File: src/rtl/fetch_unit_pkg.sv
// Shared definitions for the instruction fetch unit: default widths,
// opcode field location and FSM state encoding.
package fetch_unit_pkg;

    localparam int ADDR_W_DEF = 4;
    localparam int INST_W_DEF = 16;

    localparam int OPC_MSB = 15;
    localparam int OPC_LSB = 12;
    localparam logic [OPC_MSB-OPC_LSB:0] OPC_NOP = 4'b0000;

    typedef enum logic {
        ST_RUN  = 1'b0,
        ST_HALT = 1'b1
    } fetch_state_e;

    function automatic logic is_nop(input logic [OPC_MSB-OPC_LSB:0] opc);
        return (opc == OPC_NOP);
    endfunction

endpackage

File: src/rtl/fetch_unit_if.sv
// Fetch unit bus: ROM port, decode handshake, redirect and halt control.
// master = fetch unit side, slave = ROM/decode/control side.
interface fetch_unit_if #(
    parameter int ADDR_W = fetch_unit_pkg::ADDR_W_DEF,
    parameter int INST_W = fetch_unit_pkg::INST_W_DEF
) ();

    logic [ADDR_W-1:0] rom_addr;
    logic [INST_W-1:0] rom_data;
    logic [INST_W-1:0] inst_out;
    logic [ADDR_W-1:0] inst_pc;
    logic              inst_valid;
    logic              inst_ready;
    logic              redirect_valid;
    logic [ADDR_W-1:0] redirect_pc;
    logic              halt_req;
    logic              halted;

    modport master (
        output rom_addr,
        input  rom_data,
        output inst_out,
        output inst_pc,
        output inst_valid,
        input  inst_ready,
        input  redirect_valid,
        input  redirect_pc,
        input  halt_req,
        output halted
    );

    modport slave (
        input  rom_addr,
        output rom_data,
        input  inst_out,
        input  inst_pc,
        input  inst_valid,
        output inst_ready,
        output redirect_valid,
        output redirect_pc,
        output halt_req,
        input  halted
    );

endinterface

File: src/rtl/fetch_unit.sv
// Instruction fetch unit: pc, one-entry instruction holding register, RUN/HALT FSM.
// Defining FETCH_NOP_SKIP_EN drops opcode-0000 words instead of delivering them.
//
// state   | meaning
// --------+--------------------------------------------------------------
// ST_RUN  | fetching; a word is loaded whenever the holding register frees
// ST_HALT | fetch stopped; held instruction stays until taken or redirected
module fetch_unit
    import fetch_unit_pkg::*;
#(
    parameter int ADDR_W = ADDR_W_DEF,
    parameter int INST_W = INST_W_DEF
) (
    input  logic          clk,
    input  logic          rst,
    fetch_unit_if.master  bus
);

`ifdef FETCH_NOP_SKIP_EN
    localparam bit NOP_SKIP = 1'b1;
`else
    localparam bit NOP_SKIP = 1'b0;
`endif

    fetch_state_e      state, state_nxt;
    logic [ADDR_W-1:0] pc, pc_nxt;
    logic [INST_W-1:0] inst_out_q, inst_out_nxt;
    logic [ADDR_W-1:0] inst_pc_q, inst_pc_nxt;
    logic              valid_q, valid_nxt;
    logic              fetch;
    logic              nop_hit;

    always_ff @(posedge clk or posedge rst) begin
        if (rst) begin
            state      <= ST_RUN;
            pc         <= '0;
            inst_out_q <= '0;
            inst_pc_q  <= '0;
            valid_q    <= 1'b0;
        end else begin
            state      <= state_nxt;
            pc         <= pc_nxt;
            inst_out_q <= inst_out_nxt;
            inst_pc_q  <= inst_pc_nxt;
            valid_q    <= valid_nxt;
        end
    end

    assign fetch = (state == ST_RUN) && !bus.halt_req && !bus.redirect_valid &&
                   (!valid_q || bus.inst_ready);

    // Constant-folds to 0 when skipping is not built in.
    assign nop_hit = NOP_SKIP && is_nop(bus.rom_data[OPC_MSB:OPC_LSB]);

    always_comb begin
        state_nxt    = state;
        pc_nxt       = pc;
        inst_out_nxt = inst_out_q;
        inst_pc_nxt  = inst_pc_q;
        valid_nxt    = valid_q;

        if (bus.redirect_valid) begin
            pc_nxt    = bus.redirect_pc;
            valid_nxt = 1'b0;
        end else if (fetch) begin
            // pc wraps naturally at 2^ADDR_W
            pc_nxt = pc + ADDR_W'(1);
            if (nop_hit) begin
                valid_nxt = 1'b0;
            end else begin
                inst_out_nxt = bus.rom_data;
                inst_pc_nxt  = pc;
                valid_nxt    = 1'b1;
            end
        end else if (valid_q && bus.inst_ready) begin
            valid_nxt = 1'b0;
        end

        case (state)
            ST_RUN:  if (bus.halt_req)  state_nxt = ST_HALT;
            ST_HALT: if (!bus.halt_req) state_nxt = ST_RUN;
            default: state_nxt = ST_RUN;
        endcase
    end

    assign bus.rom_addr   = pc;
    assign bus.inst_out   = inst_out_q;
    assign bus.inst_pc    = inst_pc_q;
    assign bus.inst_valid = valid_q;
    assign bus.halted     = (state == ST_HALT);

endmodule

File: src/flat_wrapper.sv
// flat-port wrapper written by rule: the top's interface ports become plain ports
module fetch_unit_flat import fetch_unit_pkg::*;
#(
    parameter int ADDR_W = ADDR_W_DEF,
    parameter int INST_W = INST_W_DEF
)
  (clk, rst, bus_rom_addr, bus_rom_data, bus_inst_out, bus_inst_pc, bus_inst_valid, bus_inst_ready, bus_redirect_valid, bus_redirect_pc, bus_halt_req, bus_halted);
  fetch_unit_if #(.ADDR_W(ADDR_W), .INST_W(INST_W)) bus_i ();
  input  logic clk;
  input  logic rst;
  output wire logic [$bits(bus_i.rom_addr)-1:0] bus_rom_addr;
  input wire logic [$bits(bus_i.rom_data)-1:0] bus_rom_data;
  output wire logic [$bits(bus_i.inst_out)-1:0] bus_inst_out;
  output wire logic [$bits(bus_i.inst_pc)-1:0] bus_inst_pc;
  output wire logic [$bits(bus_i.inst_valid)-1:0] bus_inst_valid;
  input wire logic [$bits(bus_i.inst_ready)-1:0] bus_inst_ready;
  input wire logic [$bits(bus_i.redirect_valid)-1:0] bus_redirect_valid;
  input wire logic [$bits(bus_i.redirect_pc)-1:0] bus_redirect_pc;
  input wire logic [$bits(bus_i.halt_req)-1:0] bus_halt_req;
  output wire logic [$bits(bus_i.halted)-1:0] bus_halted;
  assign bus_rom_addr = bus_i.rom_addr;
  assign bus_i.rom_data = bus_rom_data;
  assign bus_inst_out = bus_i.inst_out;
  assign bus_inst_pc = bus_i.inst_pc;
  assign bus_inst_valid = bus_i.inst_valid;
  assign bus_i.inst_ready = bus_inst_ready;
  assign bus_i.redirect_valid = bus_redirect_valid;
  assign bus_i.redirect_pc = bus_redirect_pc;
  assign bus_i.halt_req = bus_halt_req;
  assign bus_halted = bus_i.halted;
  fetch_unit #(.ADDR_W(ADDR_W), .INST_W(INST_W)) u_core (.clk(clk), .rst(rst), .bus(bus_i));
endmodule
File: config.mk
export PLATFORM = sky130hd
export DESIGN_NAME = fetch_unit_flat
export DESIGN_NICKNAME = d
export VERILOG_FILES = /design/src/rtl/fetch_unit_pkg.sv /design/src/rtl/fetch_unit_if.sv /design/src/rtl/fetch_unit.sv /design/src/flat_wrapper.sv
export SDC_FILE = /design/constraint.sdc
export NUM_CORES = 1
export LEC_CHECK = 0
export CAP_MARGIN = 20
export CORE_MARGIN = 2
export CORE_UTILIZATION = 25
export DETAILED_ROUTE_END_ITERATION = 8
export SYNTH_ARGS = -nofsm -noshare
export SYNTH_HDL_FRONTEND = slang
export SYNTH_SLANG_ARGS = --single-unit
export TNS_END_PERCENT = 100
File: constraint.sdc
create_clock -name clk -period 1.83 [get_ports clk]
set_clock_uncertainty 0.05 [all_clocks]
set_input_delay 0.366 -clock clk [delete_from_list [all_inputs] [get_ports clk]]
set_output_delay 0.366 -clock clk [all_outputs]
set_load 0.1 [all_outputs]
==> flow_metrics.env, run 1 <==
export IMPL_status="finished clean"
export IMPL_setup_worst_path_class="in -> reg"
export IMPL_postSynthAreaPerCell_um2=13.8
export IMPL_number_of_placed_cells_counting_well_taps=184
export IMPL_critical_path_startpoint_type="primary input"
export IMPL_grt_first_pass_wirelength_um=4210
export IMPL_number_of_global_route_vias_before_repair=870
export IMPL_most_common_cell_after_layout_fill_and_taps_aside="buf_12"
export IMPL_setup_violations_final=0
export IMPL_dieWidth_um=69.2
export IMPL_postRouteWirelength_um=2530
export IMPL_grt_most_used_layer="met2"
export IMPL_ff2ff_path_depth=4
export IMPL_rsz0062_at_grt="no"
export IMPL_via_count=807
export IMPL_drt_wirelength_per_cell_um=13.4
export IMPL_cp_cell_sequence="clkdlybuf4s50_1 > or2_1 > buf_4 > or4_1 > a31oi_1"
export IMPL_ys_warn_count=0
export IMPL_via_per_inst=4.29
export IMPL_grt_usage=0.108
export IMPL_share_seq_of_total_power=0.304
export IMPL_syn2layout_area_growth_pct=88.2
export IMPL_pwr_share_clk=0.138
export IMPL_finish_cell_count_without_fillers=188
export IMPL_pwr_density_cell_nw_per_um2=1330
export IMPL_drc_errors=0
export IMPL_dp_hpwl_um=2020
export IMPL_use_met3=0.0436
export IMPL_synth_ff_latch_count=26
export IMPL_layout_common_cells="buf_12, clkdlybuf4s50_1, dfrtp_1"
export IMPL_final_period_minus_worst_setup_slack_ns=1.73
export IMPL_ctsRootBufferMaster="clkbuf_8"
export IMPL_coreArea_um2=4060
export IMPL_cts_made_buffers=3
export IMPL_timing_final_ws_setup_ns=0.102
export IMPL_insertion_delay_ns=0.26
export IMPL_max_h_tree_level=1
export IMPL_min_delay_path_class="in -> async"
export IMPL_cts_sinks=26
export IMPL_switchingPower_w=0.00123
export IMPL_design_die_area_um2=4790
export IMPL_die_h_um=69.2
export IMPL_min_period_over_period=0.944
export IMPL_timing_hold_violations_final=0
export IMPL_place_worst_setup_slack_ns=-0.175
export IMPL_grt_max_degree=27
export IMPL_core_rowCount=23
export IMPL_syn_instance_count=77
export IMPL_drt_first_iter_violations=23
export IMPL_drv_slew=0
export IMPL_cts_setup_buffers=0
export IMPL_final_cell_area_um2=2000
export IMPL_max_freq_mhz=579
export IMPL_firstDrtPassIters=4
export IMPL_ant_nets=0
export IMPL_required_ns=1.97
export IMPL_clk_transition_reported_paths_ns=0.09
export IMPL_globalRouteOverflowTotal=0
export IMPL_floorplan_io_pins=51
export IMPL_slowest_stage_cell_crit_path="or4_1"
export IMPL_number_of_gates_resized_after_cts=0
export IMPL_max_slew_margin_rel=0.776
export IMPL_internal_power_w=0.00143
export IMPL_final_fill_count=341
export IMPL_tritoncts="built"
export IMPL_initial_antenna_violation_count=0
export IMPL_gp_congestion=0.832
export IMPL_switching_share=0.464
export IMPL_placed_cell_area_um2=1950
export IMPL_timing_critical_path_arrival_ns=1.87
export IMPL_regToRegSetupSlack_ns=0.20
export IMPL_worstMarginPinSlew_ns=0.336
export IMPL_critical_path_max_stage_delay_ns=0.46
export IMPL_grt_use_met1=0.140
export IMPL_cp_end_kind="flop"
export IMPL_effective_utilization_at_floorplan=0.262
export IMPL_max_cap_violations=0
export IMPL_power_ir_vdd_worst_mv=0.876
export IMPL_ys_seq_area_frac=0.612
export IMPL_leakagePower_nw=0.854
export IMPL_synth_net_count=103
export IMPL_netlist_area_um2=1060
export IMPL_worstPathMaxFanout=5
export IMPL_ctsLongestPathBuffers=2
export IMPL_synth_lib_cells_used_distinct=22
export IMPL_drive_gt1_frac=0.435
export IMPL_n_antenna_cell=0
export IMPL_cts_hold_repair_buffers=0
export IMPL_combinational_power_share=0.558
export IMPL_layout_nets=165
export IMPL_gr_met2_demand_resource=0.176
export IMPL_placement_io_buffers=50
-- kinds of logic after synthesis --
family	after synthesis	synth area share
buffers and inverters	6	0.0353
flip-flops	26	0.612
AO/OA/AOI/OAI	8	0.0471
multiplexers	20	0.212
adder cells (fa/ha/maj)	1	0.0118
AND/OR/NAND/NOR	16	0.0824
-- synthesized netlist by cell type --
| cell | instances | area, um2 |
|---|---|---|
| or3_2 | 1 | 7.51 |
| o311ai_0 | 1 | 8.76 |
| nor3_2 | 1 | 10.0 |
| buf_6 | 1 | 11.3 |
| nand4_1 | 1 | 6.26 |
| mux2_2 | 14 | 158 |
| or2_1 | 1 | 6.26 |
| dfrtp_1 | 26 | 651 |
| nand2b_1 | 1 | 6.26 |
| a31oi_1 | 3 | 18.8 |
| or4_1 | 1 | 7.51 |
| nor2b_1 | 1 | 6.26 |
| nand2_1 | 1 | 3.75 |
| mux2_1 | 6 | 67.6 |
| ha_1 | 1 | 12.5 |
| inv_1 | 3 | 11.3 |
| nand3_1 | 3 | 15.0 |
| o31ai_1 | 1 | 7.51 |
| a21oi_1 | 1 | 5.00 |
| o21ai_0 | 2 | 10.0 |
| nor2_1 | 5 | 18.8 |
| buf_4 | 2 | 15.0 |
-- power by group through the flow --
stage                     Combinational [W]  Sequential [W]  Clock (W)
after floorplan                    0.000129         0.00155          0
after global placement              0.00148        0.000813          0
after detailed placement            0.00149        0.000821          0
after CTS                           0.00149        0.000810   0.000383
after global routing                0.00152        0.000823   0.000415
final                               0.00148        0.000808   0.000367
-- registers in the layout, summed over array words and instances (netlist names) --
signal and count:
u_core.bus.halted 1, u_core.bus.inst_out 16, u_core.bus.inst_pc 4, u_core.bus.inst_valid 1, u_core.bus.rom_addr 4
-- routing by layer --
layer / wire, um / part of all wire
met3: 232 / 0.092
met1: 1040 / 0.41
met5: 0 / 0
met2: 1250 / 0.50
met4: 0 / 0
-- stage by stage --
stage               hold slack [ns]  utilization  power, W  TNS (ns)
floorplan                     0.347            -   0.00167         0
global placement              0.487        0.480   0.00229     -2.46
detailed placement            0.495        0.480   0.00231     -3.29
CTS                           0.422        0.493   0.00269         0
global route                  0.442        0.493   0.00276         0
finish                        0.408        0.493   0.00266         0
-- area by class of cell --
cell class,instances,area (um2),area share
flip-flops and latches,26,656,0.328
repair buffers,60,836,0.418
clock buffers,4,55.1,0.0275
well taps,50,62.6,0.0313
multi-input cells,45,382,0.191
inverters,3,11.3,0.00563
-- worst max-delay path, delay by kind of cell --
kind	cells	cell delay, ns
simple gates	2	0.75
buf+inv	2	0.57
compound gates	1	0.17
-- path summary, 6_finish.rpt --
check | start | end
setup / recovery | bus_halt_req | u_core.bus.rom_addr[3]
max in group asynchronous | rst | u_core.bus.rom_addr[1]
hold / removal | rst | u_core.bus.inst_out[9]
min in group clk | u_core.bus.inst_out[2] | u_core.bus.inst_out[2]
hold reg to reg | u_core.bus.inst_out[2] | u_core.bus.inst_out[2]
setup reg to reg | u_core.bus.halted | u_core.bus.rom_addr[3]
No activity file was read; power rests on OpenSTA's default activity.
==> run 2, diff against run 1 <==
CORE_MARGIN = 10   (was 2)
GPL_TIMING_DRIVEN = 0   (was default)
MAX_ROUTING_LAYER = met4   (was default)
==> flow_metrics.env, run 2 (synthesized netlist as in run 1, its figures left out) <==
export IMPL_drv_slew=0
export IMPL_die_h_um=85.2
export IMPL_postRouteWirelength_um=2980
export IMPL_max_h_tree_level=1
export IMPL_gp_congestion=0.767
export IMPL_drive_gt1_frac=0.422
export IMPL_core_rowCount=23
export IMPL_worstPathMaxFanout=7
export IMPL_max_cap_violations=0
export IMPL_timing_setup_tns_ns=0
export IMPL_design_die_area_um2=7260
export IMPL_worstMarginPinSlew_ns=0.572
export IMPL_placement_io_buffers=50
export IMPL_gr_met2_demand_resource=0.120
export IMPL_internal_power_w=0.00116
export IMPL_globalRouteOverflowTotal=0
export IMPL_ant_nets=0
export IMPL_clk_transition_reported_paths_ns=0.09
export IMPL_grt_max_degree=27
export IMPL_syn2layout_area_growth_pct=67.8
export IMPL_n_antenna_cell=0
export IMPL_layout_common_cells="clkdlybuf4s15_2, clkdlybuf4s50_1, dfrtp_1"
export IMPL_layout_nets=162
export IMPL_hold_path_end="u_core.bus.halted"
export IMPL_max_freq_mhz=566
export IMPL_cts_hold_repair_buffers=0
export IMPL_number_of_global_route_vias_before_repair=971
export IMPL_ff2ff_path_depth=6
export IMPL_firstDrtPassIters=4
export IMPL_cp_end_kind="flop"
export IMPL_ff_latch_area_um2=656
export IMPL_dieWidth_um=85.2
export IMPL_status="finished clean"
export IMPL_insertion_delay_ns=0.27
export IMPL_ctsRootBufferMaster="clkbuf_8"
export IMPL_slowest_stage_cell_crit_path="nor2b_1"
export IMPL_critical_path_max_stage_delay_ns=0.43
export IMPL_effective_utilization_at_floorplan=0.262
export IMPL_min_delay_path_class="in -> reg"
export IMPL_rsz0062_at_grt="no"
export IMPL_cts_sinks=26
export IMPL_grt_most_used_layer="met2"
export IMPL_via_count=830
export IMPL_cts_made_buffers=3
export IMPL_use_met3=0.0306
export IMPL_floorplan_io_pins=51
export IMPL_grt_usage=0.0832
export IMPL_ctsLongestPathBuffers=2
export IMPL_pwr_density_cell_nw_per_um2=1310
export IMPL_initial_antenna_violation_count=0
export IMPL_drc_errors=0
export IMPL_setup_violations_final=0
export IMPL_final_fill_count=375
export IMPL_critical_path_reg2reg_startpoint="u_core.bus.halted"
export IMPL_pwr_share_clk=0.160
export IMPL_drt_wirelength_per_cell_um=16.1
export IMPL_crit_top_cell="buf_6"
export IMPL_hold_start="bus_halt_req"
export IMPL_regToRegSetupSlack_ns=0.10
export IMPL_worstHoldPathCells=1
export IMPL_finish_cell_count_without_fillers=185
export IMPL_switchingPower_w=0.00118
export IMPL_postLayoutCoreUtil=0.440
export IMPL_drt_first_iter_violations=15
export IMPL_timing_hold_violations_final=0
export IMPL_power_ir_vdd_worst_mv=0.758
export IMPL_most_common_cell_after_layout_fill_and_taps_aside="clkdlybuf4s15_2"
export IMPL_max_ffs_per_register=16
export IMPL_timing_critical_path_max_delay_family="buffers and inverters"
export IMPL_critical_path_startpoint_type="primary input"
export IMPL_dp_hpwl_um=2180
export IMPL_tritoncts="built"
export IMPL_min_period_over_period=0.965
export IMPL_required_ns=1.94
export IMPL_coreArea_um2=4060
export IMPL_final_hold_worst_slack_ns=0.202
export IMPL_number_of_placed_cells_counting_well_taps=177
export IMPL_max_slew_margin_rel=0.621
export IMPL_grt_use_met1=0.105
export IMPL_timing_rr_end="u_core.bus.inst_out[11]"
export IMPL_switching_share=0.505
export IMPL_leakagePower_nw=0.737
export IMPL_path_buf_inv=3
export IMPL_grt_first_pass_wirelength_um=4780
export IMPL_final_period_minus_worst_setup_slack_ns=1.77
export IMPL_cp_cell_sequence="clkdlybuf4s50_1 > nor2b_1 > nor3_4 > buf_6 > buf_6 > mux2_1"
export IMPL_combinational_power_share=0.521
export IMPL_multiInputGateArea_um2=382
export IMPL_via_per_inst=4.49
export IMPL_share_seq_of_total_power=0.318
export IMPL_setup_worst_path_class="in -> reg"
export IMPL_timing_critical_path_arrival_ns=1.88
run 2: power groups by stage:
stage	Combinational, W	Sequential, W	Clock (W)
3_5_place_dp	0.00125	0.000757	0
3_3_place_gp	0.00124	0.000748	0
2_1_floorplan	0.000129	0.00155	0
5_1_grt	0.00126	0.000762	0.000428
6_report	0.00122	0.000745	0.000375
4_1_cts	0.00122	0.000748	0.000398
run 2: through the flow:
step           setup slack, ns  power, W  instance area (um2)
2_1_floorplan          0.00977   0.00167                 1070
3_3_place_gp            -0.246   0.00199                 1630
3_5_place_dp            -0.283   0.00201                 1630
4_1_cts                 0.0181   0.00237                 1720
5_1_grt                 0.0190   0.00245                 1780
6_report                0.0632   0.00234                 1780
run 2: worst max-delay path by stage:
stage | start | endpoint | slack [ns] | depth (start not counted)
3_5_place_dp | bus_halt_req | u_core.bus.inst_out[11] | -0.28 | 6
5_1_grt | bus_inst_ready | u_core.bus.inst_out[5] | 0.02 | 6
2_1_floorplan | u_core.bus.halted | u_core.bus.inst_pc[2] | 0.01 | 5
3_3_place_gp | bus_halt_req | u_core.bus.inst_out[8] | -0.25 | 6
6_report | bus_inst_ready | u_core.bus.inst_out[3] | 0.06 | 6
4_1_cts | bus_halt_req | u_core.bus.inst_out[11] | 0.02 | 6
run 2: final cells by class:
| type | instances | area share |
|---|---|---|
| Tap cell | 50 | 0.0351 |
| Inverter | 3 | 0.00631 |
| Timing Repair Buffer | 54 | 0.327 |
| Buffer | 3 | 0.0189 |
| Clock buffer | 4 | 0.0309 |
| Multi-Input combinational cell | 45 | 0.214 |
| Sequential cell | 26 | 0.367 |
run 2: what timing repair did:
item / 4_1_cts / 5_1_grt
setup buffers: 0 / 1
resized for setup: 78 / 11
gates cloned: 0 / 2
pin swaps: 0 / 2
endpoints found under the setup margin: 26 / 19
run 2: metal layers:
metal | share of wire | wire length [um] | vias up
met5 | 0 | 0 | -
met3 | 0.074 | 222 | 5
met2 | 0.43 | 1280 | 43
met1 | 0.48 | 1450 | 392
met4 | 0.010 | 31 | 0
li1 | - | - | 390
